File: src/rtl/mem_stage_lsu_if.sv
// Data-memory bus between the M-stage LSU and the data memory.
// Ports: master drives req/we/addr/wdata/wstrb; slave returns gnt/rvalid/rdata.
interface mem_stage_lsu_if;
   logic        dm_req;
   logic        dm_we;
   logic [31:0] dm_addr;
   logic [31:0] dm_wdata;
   logic [3:0]  dm_wstrb;
   logic        dm_gnt;
   logic        dm_rvalid;
   logic [31:0] dm_rdata;

   modport master (
      output dm_req, dm_we, dm_addr, dm_wdata, dm_wstrb,
      input  dm_gnt, dm_rvalid, dm_rdata
   );

   modport slave (
      input  dm_req, dm_we, dm_addr, dm_wdata, dm_wstrb,
      output dm_gnt, dm_rvalid, dm_rdata
   );
endinterface

File: src/rtl/mem_stage_lsu.sv
// M-stage load/store unit: req/gnt/rvalid memory handshake, stall, load extend.
// Ports: clk, rst (sync active-low), m_* M-stage inputs, dm (bus master),
//        lsu_stall, wb_valid, wb_load_data, misalign, bus_err.
module mem_stage_lsu #(
   parameter int unsigned TIMEOUT_CYCLES = 255
) (
   input  logic        clk,
   input  logic        rst,
   input  logic        m_valid,
   input  logic        m_mem_read,
   input  logic        m_mem_write,
   input  logic [2:0]  m_funct3,
   input  logic [31:0] m_alu_out,
   input  logic [31:0] m_rs2_data,
   mem_stage_lsu_if.master dm,
   output logic        lsu_stall,
   output logic        wb_valid,
   output logic [31:0] wb_load_data,
   output logic        misalign,
   output logic        bus_err
);

   typedef enum logic [1:0] {IDLE, REQ, WAIT, DONE} state_t;

   localparam logic [7:0] TMO = TIMEOUT_CYCLES[7:0];

   state_t      state_q, state_d;
   logic [29:0] addr_q;
   logic [1:0]  off_q;
   logic        we_q;
   logic [2:0]  f3_q;
   logic [31:0] wdata_q;
   logic [3:0]  wstrb_q;
   logic [7:0]  cnt_q;
   logic        err_q;
   logic [31:0] ld_q;

   logic        mem_op, sz_byte, sz_half, bad_addr, start;
   logic [31:0] wdata_n;
   logic [3:0]  wstrb_n;
   logic [7:0]  cnt_nxt;
   logic        tmo, to_abort, ld_take;
   logic        in_req, in_wait;
   logic [7:0]  lane_b;
   logic [15:0] lane_h;
   logic [31:0] ld_ext;

   // Size comes from funct3[1:0] so BU/HU share the B/H alignment rules
   // and every undefined code falls through to word.
   assign mem_op  = m_valid & (m_mem_read | m_mem_write);
   assign sz_byte = (m_funct3[1:0] == 2'b00);
   assign sz_half = (m_funct3[1:0] == 2'b01);

   always_comb begin
      bad_addr = 1'b0;
      unique case (1'b1)
         sz_byte: bad_addr = 1'b0;
         sz_half: bad_addr = m_alu_out[0];
         default: bad_addr = |m_alu_out[1:0];
      endcase
   end

   assign misalign = (state_q == IDLE) & mem_op & bad_addr;
   assign start    = (state_q == IDLE) & mem_op & ~bad_addr;

   always_comb begin
      wdata_n = m_rs2_data;
      wstrb_n = 4'b1111;
      unique case (1'b1)
         sz_byte: begin
            wdata_n = {4{m_rs2_data[7:0]}};
            wstrb_n = 4'b0001 << m_alu_out[1:0];
         end
         sz_half: begin
            wdata_n = {2{m_rs2_data[15:0]}};
            wstrb_n = m_alu_out[1] ? 4'b1100 : 4'b0011;
         end
         default: begin
            wdata_n = m_rs2_data;
            wstrb_n = 4'b1111;
         end
      endcase
   end

   assign in_req  = (state_q == REQ);
   assign in_wait = (state_q == WAIT);
   assign cnt_nxt = cnt_q + 8'd1;
   assign tmo     = (cnt_nxt == TMO);

   assign lane_b = dm.dm_rdata[{off_q, 3'b000} +: 8];
   assign lane_h = dm.dm_rdata[{off_q[1], 4'b0000} +: 16];

   always_comb begin
      ld_ext = dm.dm_rdata;
      case (f3_q)
         3'b000:  ld_ext = {{24{lane_b[7]}}, lane_b};
         3'b100:  ld_ext = {24'd0, lane_b};
         3'b001:  ld_ext = {{16{lane_h[15]}}, lane_h};
         3'b101:  ld_ext = {16'd0, lane_h};
         default: ld_ext = dm.dm_rdata;
      endcase
   end

   // A granted store completes even on the last budget cycle; a load
   // granted that late is aborted, since its data could never arrive in time.
   always_comb begin
      state_d  = state_q;
      to_abort = 1'b0;
      ld_take  = 1'b0;
      unique case (state_q)
         IDLE: if (start) state_d = REQ;
         REQ: begin
            if (dm.dm_gnt && we_q) begin
               state_d = DONE;
            end else if (tmo) begin
               state_d  = DONE;
               to_abort = 1'b1;
            end else if (dm.dm_gnt) begin
               state_d = WAIT;
            end
         end
         WAIT: begin
            if (dm.dm_rvalid) begin
               state_d = DONE;
               ld_take = 1'b1;
            end else if (tmo) begin
               state_d  = DONE;
               to_abort = 1'b1;
            end
         end
         DONE: state_d = IDLE;
         default: state_d = IDLE;
      endcase
   end

   always_ff @(posedge clk) begin
      if (!rst) begin
         state_q <= IDLE;
         addr_q  <= '0;
         off_q   <= '0;
         we_q    <= 1'b0;
         f3_q    <= '0;
         wdata_q <= '0;
         wstrb_q <= '0;
         cnt_q   <= '0;
         err_q   <= 1'b0;
         ld_q    <= '0;
      end else begin
         state_q <= state_d;
         err_q   <= to_abort;
         if (start) begin
            addr_q  <= m_alu_out[31:2];
            off_q   <= m_alu_out[1:0];
            we_q    <= m_mem_write;
            f3_q    <= m_funct3;
            wdata_q <= m_mem_write ? wdata_n : 32'd0;
            wstrb_q <= m_mem_write ? wstrb_n : 4'b0000;
            cnt_q   <= '0;
         end else if (in_req || in_wait) begin
            cnt_q <= cnt_nxt;
         end
         if (ld_take) begin
            ld_q <= ld_ext;
         end else if (to_abort && !we_q) begin
            ld_q <= '0;
         end
      end
   end

   // Bus fields are only driven while a request is open.
   assign dm.dm_req   = in_req;
   assign dm.dm_we    = in_req & we_q;
   assign dm.dm_addr  = in_req ? {addr_q, 2'b00} : 32'd0;
   assign dm.dm_wdata = in_req ? wdata_q : 32'd0;
   assign dm.dm_wstrb = in_req ? wstrb_q : 4'b0000;

   assign lsu_stall    = start | in_req | in_wait;
   assign wb_valid     = (state_q == DONE);
   assign bus_err      = (state_q == DONE) & err_q;
   assign wb_load_data = ld_q;

endmodule

File: src/flat_wrapper.sv
// flat-port wrapper written by rule: the top's interface ports become plain ports
module mem_stage_lsu_flat 
#(
   parameter int unsigned TIMEOUT_CYCLES = 255
)
  (clk, rst, m_valid, m_mem_read, m_mem_write, m_funct3, m_alu_out, m_rs2_data, lsu_stall, wb_valid, wb_load_data, misalign, bus_err, dm_dm_req, dm_dm_we, dm_dm_addr, dm_dm_wdata, dm_dm_wstrb, dm_dm_gnt, dm_dm_rvalid, dm_dm_rdata);
  mem_stage_lsu_if dm_i ();
  input  logic clk;
  input  logic rst;
  input  logic m_valid;
  input  logic m_mem_read;
  input  logic m_mem_write;
  input  logic [2:0] m_funct3;
  input  logic [31:0] m_alu_out;
  input  logic [31:0] m_rs2_data;
  output logic lsu_stall;
  output logic wb_valid;
  output logic [31:0] wb_load_data;
  output logic misalign;
  output logic bus_err;
  output wire logic [$bits(dm_i.dm_req)-1:0] dm_dm_req;
  output wire logic [$bits(dm_i.dm_we)-1:0] dm_dm_we;
  output wire logic [$bits(dm_i.dm_addr)-1:0] dm_dm_addr;
  output wire logic [$bits(dm_i.dm_wdata)-1:0] dm_dm_wdata;
  output wire logic [$bits(dm_i.dm_wstrb)-1:0] dm_dm_wstrb;
  input wire logic [$bits(dm_i.dm_gnt)-1:0] dm_dm_gnt;
  input wire logic [$bits(dm_i.dm_rvalid)-1:0] dm_dm_rvalid;
  input wire logic [$bits(dm_i.dm_rdata)-1:0] dm_dm_rdata;
  assign dm_dm_req = dm_i.dm_req;
  assign dm_dm_we = dm_i.dm_we;
  assign dm_dm_addr = dm_i.dm_addr;
  assign dm_dm_wdata = dm_i.dm_wdata;
  assign dm_dm_wstrb = dm_i.dm_wstrb;
  assign dm_i.dm_gnt = dm_dm_gnt;
  assign dm_i.dm_rvalid = dm_dm_rvalid;
  assign dm_i.dm_rdata = dm_dm_rdata;
  mem_stage_lsu #(.TIMEOUT_CYCLES(TIMEOUT_CYCLES)) u_core (.clk(clk), .rst(rst), .m_valid(m_valid), .m_mem_read(m_mem_read), .m_mem_write(m_mem_write), .m_funct3(m_funct3), .m_alu_out(m_alu_out), .m_rs2_data(m_rs2_data), .dm(dm_i), .lsu_stall(lsu_stall), .wb_valid(wb_valid), .wb_load_data(wb_load_data), .misalign(misalign), .bus_err(bus_err));
endmodule
File: config.mk
export PLATFORM = sky130hd
export DESIGN_NAME = mem_stage_lsu_flat
export DESIGN_NICKNAME = d
export VERILOG_FILES = /design/src/rtl/mem_stage_lsu_if.sv /design/src/rtl/mem_stage_lsu.sv /design/src/flat_wrapper.sv
export SDC_FILE = /design/constraint.sdc
export NUM_CORES = 1
export LEC_CHECK = 0
export ABC_AREA = 1
export ABC_CLOCK_PERIOD_IN_PS = 2500
export CAP_MARGIN = 10
export CORE_ASPECT_RATIO = 0.9
export CORE_MARGIN = 2
export CORE_UTILIZATION = 45
export CTS_CLUSTER_SIZE = 8
export DETAILED_ROUTE_END_ITERATION = 10
export GPL_ROUTABILITY_DRIVEN = 0
export PLACE_DENSITY_LB_ADDON = 0.25
export SETUP_SLACK_MARGIN = 0.5
export SYNTH_ARGS = -nofsm -noshare
export SYNTH_HDL_FRONTEND = slang
export SYNTH_SLANG_ARGS = --single-unit
export TNS_END_PERCENT = 1
File: constraint.sdc
create_clock -name clk -period 2.5 [get_ports clk]
set_input_delay 0.5 -clock clk [delete_from_list [all_inputs] [get_ports clk]]
set_output_delay 0.5 -clock clk [all_outputs]
set_load 0.005 [all_outputs]
==> reports/metrics.cfg, run 1 <==
[sta]
max_slew_margin_pct=39.48
drv_slew=0
hold_viol=0
timing.final.crit_share_pct=88.79
rsz0062_at_grt=true
tightest_slew_ns=0.9069
finClkSkew_ns=0.006509
fin_crit_ns=2.220
finalSetupViolCount=0
max_freq_mhz=450.5

[cts]
path_clk_slew_ns=0.05
root_buffer=clkbuf_16
clock_path_buffers=2
cts.sinks=115
cts_tree=built
cts_buffers=17
hold_buffers=0
htreeDepth=4
clk_latency_ns=0.41

[power]
p_int_mw=4.611
clockPowerShare_pct=33.7
power.density_mw_per_mm2=739.5
ir_drop_mv=0.4995
p_comb_share_pct=32.8
switching_power_mw=2.131
power_mw=6.742
pwr-share-seq_pct=33.4
p_leak_nw=4.199
sw_frac_of_total_pct=31.61

[yosys]
synth-main-ff-cell=dfxtp_1
yosysSeqAreaShare_pct=39.43
synth_warnings=0
yosys.area.top_type_share_pct=39.43
syn_inst=845
syn_area_sq_mm=0.005839
synthArstFlopShare_pct=0
avgSynthCellArea_sq_um=6.910
yosysTopAreaCell=dfxtp_1
synth.distinct_cells=37
ys_top_cells_by_count=nand2_1 (186), inv_1 (116), dfxtp_1 (115)
synth.most_common_cell=nand2_1
synth_edf_count=0
yosys-top-cells-area=dfxtp_1 (39%), nand2_1 (12%), o21ai_0 (8.1%)
synth-seq-cells=115

[min_path]
min_path_type=flop to flop

[detailed_routing]
wl_per_cell_um=15.54
wl_um=19400
drt_iter0_markers=542
drtAntennaViolNets=0
dr_total_vias=6442
vias_per_cell=5.162
firstDrtPassIters=5
drc=0

[final_layout]
synthToLayoutAreaGrowth_pct=56.14
drive_above_1_share_pct=16.24
stdcell_area_sq_mm=0.009117
nFillCells=1039
diodes=0
nets=1184

[worst_setup_path]
critPathRequiredTime_ns=2.00
arrival_ns=1.72
crit_family=buffers and inverters
end_kind=primary output
crit_path_cell_trace=inv_4 > ha_4 > buf_6 > buf_6 > buf_16 > buf_8 > nand2_2 > inv_1 > buf_2
slowest_delay_ns=0.36
path_class=flop to primary output
cp_max_fo=7
cp_common_cell=buf_6
critPathSlowestCell=dfxtp_4
crit_buf_inv=7
crit_path_start_kind=flop

[place]
place_hpwl_um=12580
place_area_sq_mm=0.008125
io_buffers=209

[global_routing]
globalRouteOverflowTotal=0
antenna_found_initial=1
met3_usage_pct=11.18
grt_pass1_vias=5991
met1_usage_pct=34.93
track_usage_pct=28.19
grt-busiest-layer=met2
met2_usage_pct=44.04
grt_pass1_wl_um=30150
grt_start_max_net_pins=42

[die]
rows=39
core_region_area_sq_mm=0.01269
pin_count=212
die_area_sq_mm=0.01391
start_util_pct=46.03
die_w_um=124.1
die_h_um=112.1

[run]
max_cap_viol_count=0

[run_status]
status=complete, no violations

==> worst register-to-register path, delay by kind of cell, from the launching register on <==
kind	cells	cell delay, ns
flops	1	0.35
compound gates	2	0.26
buf+inv	4	0.63
fa+ha+maj	1	0.20
simple gates	6	0.56
==> cells by family after synthesis <==
logic type	synth area share (%)
simple gates	25.99
other cells	0.06422
xor+xnor	0.1500
buf+inv	12.23
flops	39.43
compound gates	20.85
fa+ha+maj	1.286
==> timing repair <==
item	4_1_cts	5_1_grt
setup endpoints to repair	136	147
pin swaps	10	1
cloned	9	0
gates resized for setup	205	22
buffers inserted	14	0
==> metrics by stage <==
stage | cells | utilization (%) | setup slack (ns) | hold WS (ns) | TNS, ns
after floorplan | 846 | - | 0.5015 | 0.4281 | 0
after global placement | 1194 | 64.04 | -0.1190 | 0.4390 | -0.4807
after CTS | 1248 | 71.38 | 0.2750 | 0.4590 | 0
after detailed placement | 1194 | 64.04 | -0.1501 | 0.4471 | -0.6741
final | 1248 | 71.86 | 0.2804 | 0.4598 | 0
after global routing | 1248 | 71.86 | 0.2132 | 0.4779 | 0
==> per-layer routing <==
| layer | share of wire (%) | vias to the layer above | wire (um) |
|---|---|---|---|
| li1 | - | 3163 | - |
| met1 | 40 | 2950 | 7790 |
| met2 | 46 | 299 | 8904 |
| met3 | 12 | 30 | 2274 |
| met4 | 2.2 | 0 | 427 |
| met5 | 0 | - | 0 |
==> power by group through the flow <==
stage	registers [mW]	logic, mW	clock network (mW)
floorplan	2.23	0.972	0
global placement	2.26	1.65	0
detailed placement	2.27	1.67	0
CTS	2.25	2.18	2.30
global route	2.28	2.39	2.39
finish	2.26	2.21	2.27
==> cells in the final DEF (no fill, tap or decap), drive strengths merged, types with 7 or more instances in the layout <==
cell type      synthesis  layout
clkbuf                27      28
o2111ai                9       9
a21oi                 70      70
buf                   24      63
o211ai                16      16
inv                  120     120
nor2                  96      97
nand2                190     190
nand3                 41      41
clkinv                 3       7
dfxtp                115     115
clkdlybuf4s15          0      37
o21ai                108     108
dlygate4sd2            0      15
clkdlybuf4s50          0     138
==> flip-flops by register name, summed over array words and instances (netlist names) <==
name and cells:
u_core.we_q 1, u_core.wstrb_q 4, u_core.f3_q 3, u_core.off_q 2
u_core.state_q 2, u_core.addr_q 30, u_core.err_q 1, u_core.wdata_q 32
u_core.cnt_q 8, u_core.wb_load_data 32
==> path summary, 6_finish.rpt <==
path / start / to / slack [ns] / cells past startpoint
worst max-delay path: u_core.state_q[1] / dm_dm_addr[24] / 0.28 / 9
worst min-delay path: u_core.wdata_q[20] / u_core.wdata_q[20] / 0.46 / 2
worst max register to register: u_core.state_q[1] / u_core.state_q[0] / 0.36 / 13
worst min register to register: u_core.wdata_q[20] / u_core.wdata_q[20] / 0.46 / 2
==> area by class of cell <==
| cell class | count | area (sq um) | area share, % |
|---|---|---|---|
| Sequential cell | 115 | 2310 | 25.33 |
| Tap cell | 164 | 205.2 | 2.251 |
| Multi-Input combinational cell | 558 | 2935 | 32.19 |
| Inverter | 123 | 464.2 | 5.091 |
| Clock buffer | 26 | 499.2 | 5.476 |
| Timing Repair Buffer | 257 | 2654 | 29.11 |
| Clock inverter | 5 | 50.05 | 0.5489 |
Power figures use the tool's default switching activity.
==> run 2, diff against run 1 <==
- CORE_UTILIZATION: 45 -> 25
- CTS_CLUSTER_SIZE: 8 -> 24
==> run 2 against run 1 <==
Worst setup slack lost 0.10 ns. Combinational power grew 15%. Count of clock-buffer cells in the layout shrank 6. Sequential share of layout area shrank 1.3 points.
==> reports/metrics.cfg, run 2 (same netlist as run 1, synthesis figures left out) <==
[cts]
root_buffer=clkbuf_16  ; unchanged
path_clk_slew_ns=0.05  ; about the same
cts_buffers=17  ; unchanged
htreeDepth=4  ; unchanged
clock_path_buffers=2  ; unchanged
cts.sinks=115  ; unchanged
clk_latency_ns=0.41  ; about the same
cts_tree=built  ; unchanged

[detailed_routing]
vias_per_cell=4.545  ; was 5.162
drt_iter0_markers=436  ; was 542
wl_um=22860  ; was 19400 um
wl_per_cell_um=16.34  ; was 15.54 um
dr_total_vias=6359  ; was 6442
firstDrtPassIters=5  ; unchanged
drc=0  ; unchanged
drtAntennaViolNets=0  ; unchanged

[global_routing]
grt_pass1_wl_um=34360  ; was 30150 um
track_usage_pct=18.38  ; was 28.19%
grt_start_max_net_pins=42  ; unchanged
grt_pass1_vias=6085  ; was 5991
globalRouteOverflowTotal=0  ; unchanged
antenna_found_initial=0  ; was 1

[sta]
finClkSkew_ns=0.01003  ; was 0.006509 ns
rsz0062_at_grt=true  ; unchanged
worst_slack_ns=0.1794  ; was 0.2804 ns
max_freq_mhz=430.9  ; was 450.5 MHz
finalSetupViolCount=0  ; unchanged
timing.final.crit_share_pct=92.82  ; was 88.79%
max_slew_margin_pct=37.04  ; was 39.48%
fin_crit_ns=2.321  ; was 2.220 ns
hold_viol=0  ; unchanged
timing.hold.ws_ns=0.4601  ; was 0.4598 ns
tightest_slew_ns=0.9433  ; was 0.9069 ns
fin_setup_tns_ns=0  ; unchanged
drv_slew=0  ; unchanged

[final_layout]
stdcell_area_sq_mm=0.009579  ; was 0.009117 sq mm
diodes=0  ; unchanged
final_common_cell=nand2_1  ; unchanged
drive_above_1_share_pct=18.69  ; was 16.24%
final_util_pct=41.39  ; was 71.86%
fin_cells=1399  ; was 1248
most-common-layout-cells=nand2_1 (164), clkdlybuf4s50_1 (137), dfxtp_1 (113)  ; was nand2_1 (168), clkdlybuf4s50_1 (138), dfxtp_1 (113)
multiInputGateArea_sq_mm=0.003012  ; was 0.002935 sq mm
nFillCells=2376  ; was 1039
nets=1197  ; was 1184
seq_area_sq_mm=0.002305  ; was 0.002310 sq mm
synthToLayoutAreaGrowth_pct=64.05  ; was 56.14%

[worst_setup_path]
r2r-start=u_core.state_q[1]  ; unchanged
critPathRequiredTime_ns=2.00  ; about the same
end_kind=primary output  ; unchanged
crit_path_start_kind=flop  ; unchanged
crit_path_cell_trace=inv_2 > ha_4 > buf_12 > buf_12 > buf_8 > buf_12 > buf_16 > nand2_4 > inv_1 > buf_2  ; was inv_4 > ha_4 > buf_6 > buf_6 > buf_16 > buf_8 > nand2_2 > inv_1 > buf_2
r2r_cells=16  ; was 13
cp_max_fo=5  ; was 7
critPathLaunch=u_core.state_q[1]  ; unchanged
endpoint=dm_dm_wdata[12]  ; was dm_dm_addr[24]
worst-r2r-setup-slack_ns=0.31  ; was 0.36 ns
path_class=flop to primary output  ; unchanged
critPathSlowestCell=dfxtp_2  ; was dfxtp_4
arrival_ns=1.82  ; was 1.72 ns
cp_common_cell=buf_12  ; was buf_6
slowest_delay_ns=0.33  ; was 0.36 ns
worst_r2r_endpoint=u_core.wb_load_data[15]  ; was u_core.state_q[0]

[die]
die_h_um=149.0  ; was 112.1 um
rows=53  ; was 39
pin_count=212  ; unchanged
core_region_area_sq_mm=0.02314  ; was 0.01269 sq mm
die_area_sq_mm=0.02460  ; was 0.01391 sq mm
die_w_um=165.1  ; was 124.1 um
start_util_pct=25.23  ; was 46.03%

[place]
dp_slack_ns=-0.2825  ; was -0.1501 ns
io_buffers=209  ; unchanged
place_hpwl_um=14650  ; was 12580 um
place_area_sq_mm=0.008313  ; was 0.008125 sq mm
dp_cells=1334  ; was 1194

[run_status]
status=complete, no violations  ; unchanged

[power]
ir_drop_mv=0.4010  ; was 0.4995 mV
p_leak_nw=4.492  ; was 4.199 nW
power.density_mw_per_mm2=769.8  ; was 739.5 mW/mm^2
power_mw=7.374  ; was 6.742 mW

[min_path]
min_path_type=flop to flop  ; unchanged

[run]
max_cap_viol_count=0  ; unchanged

-- run 2: area by class of cell --
class,instances,share of cell area [%]
repair buffers,270,29.31
clock inverters,11,1.659
well taps,302,3.945
inverters,123,4.820
multi-input cells,558,31.44
flip-flops and latches,115,24.06
clock buffers,20,4.768
-- run 2: what timing repair did --
item | CTS | global route
setup buffers | 19 | 1
hold buffers | 0 | 0
endpoints found under the setup margin | 140 | 152
hold endpoints to repair | 0 | 0
resized for setup | 219 | 19
cloned | 13 | 1
pin swaps | 11 | 5
-- run 2: worst min-delay path by stage --
stage | from | to | cells past startpoint
after floorplan | u_core.wdata_q[0] | u_core.wdata_q[0] | 2
after global placement | u_core.wdata_q[18] | u_core.wdata_q[18] | 2
after detailed placement | u_core.wdata_q[21] | u_core.wdata_q[21] | 2
after CTS | u_core.wdata_q[21] | u_core.wdata_q[21] | 2
after global routing | u_core.wstrb_q[1] | u_core.wstrb_q[1] | 2
final | u_core.wdata_q[16] | u_core.wdata_q[16] | 2
-- run 2: critical path, delay by kind of cell (launching register included) --
| kind | cells | cell delay [ns] |
|---|---|---|
| DFF | 1 | 0.33 |
| adders and majority gates | 1 | 0.17 |
| buffers and inverters | 8 | 0.84 |
| and+or+nand+nor | 1 | 0.06 |
-- run 2: per-layer routing --
metal,share of wire (%),track usage [%],vias to the layer above
li1,-,-,3188
met4,1.6,4.478,0
met3,7.5,5.449,20
met5,0,0,-
met2,45,29.15,256
met1,46,24.50,2895
-- run 2: power by group --
part           leakage [nW]  total [mW]  internal [mW]  switching [mW]
clock                 0.309        2.58           1.71           0.877
sequential            0.936        2.24           2.07           0.175
combinational          3.25        2.55           1.28            1.26
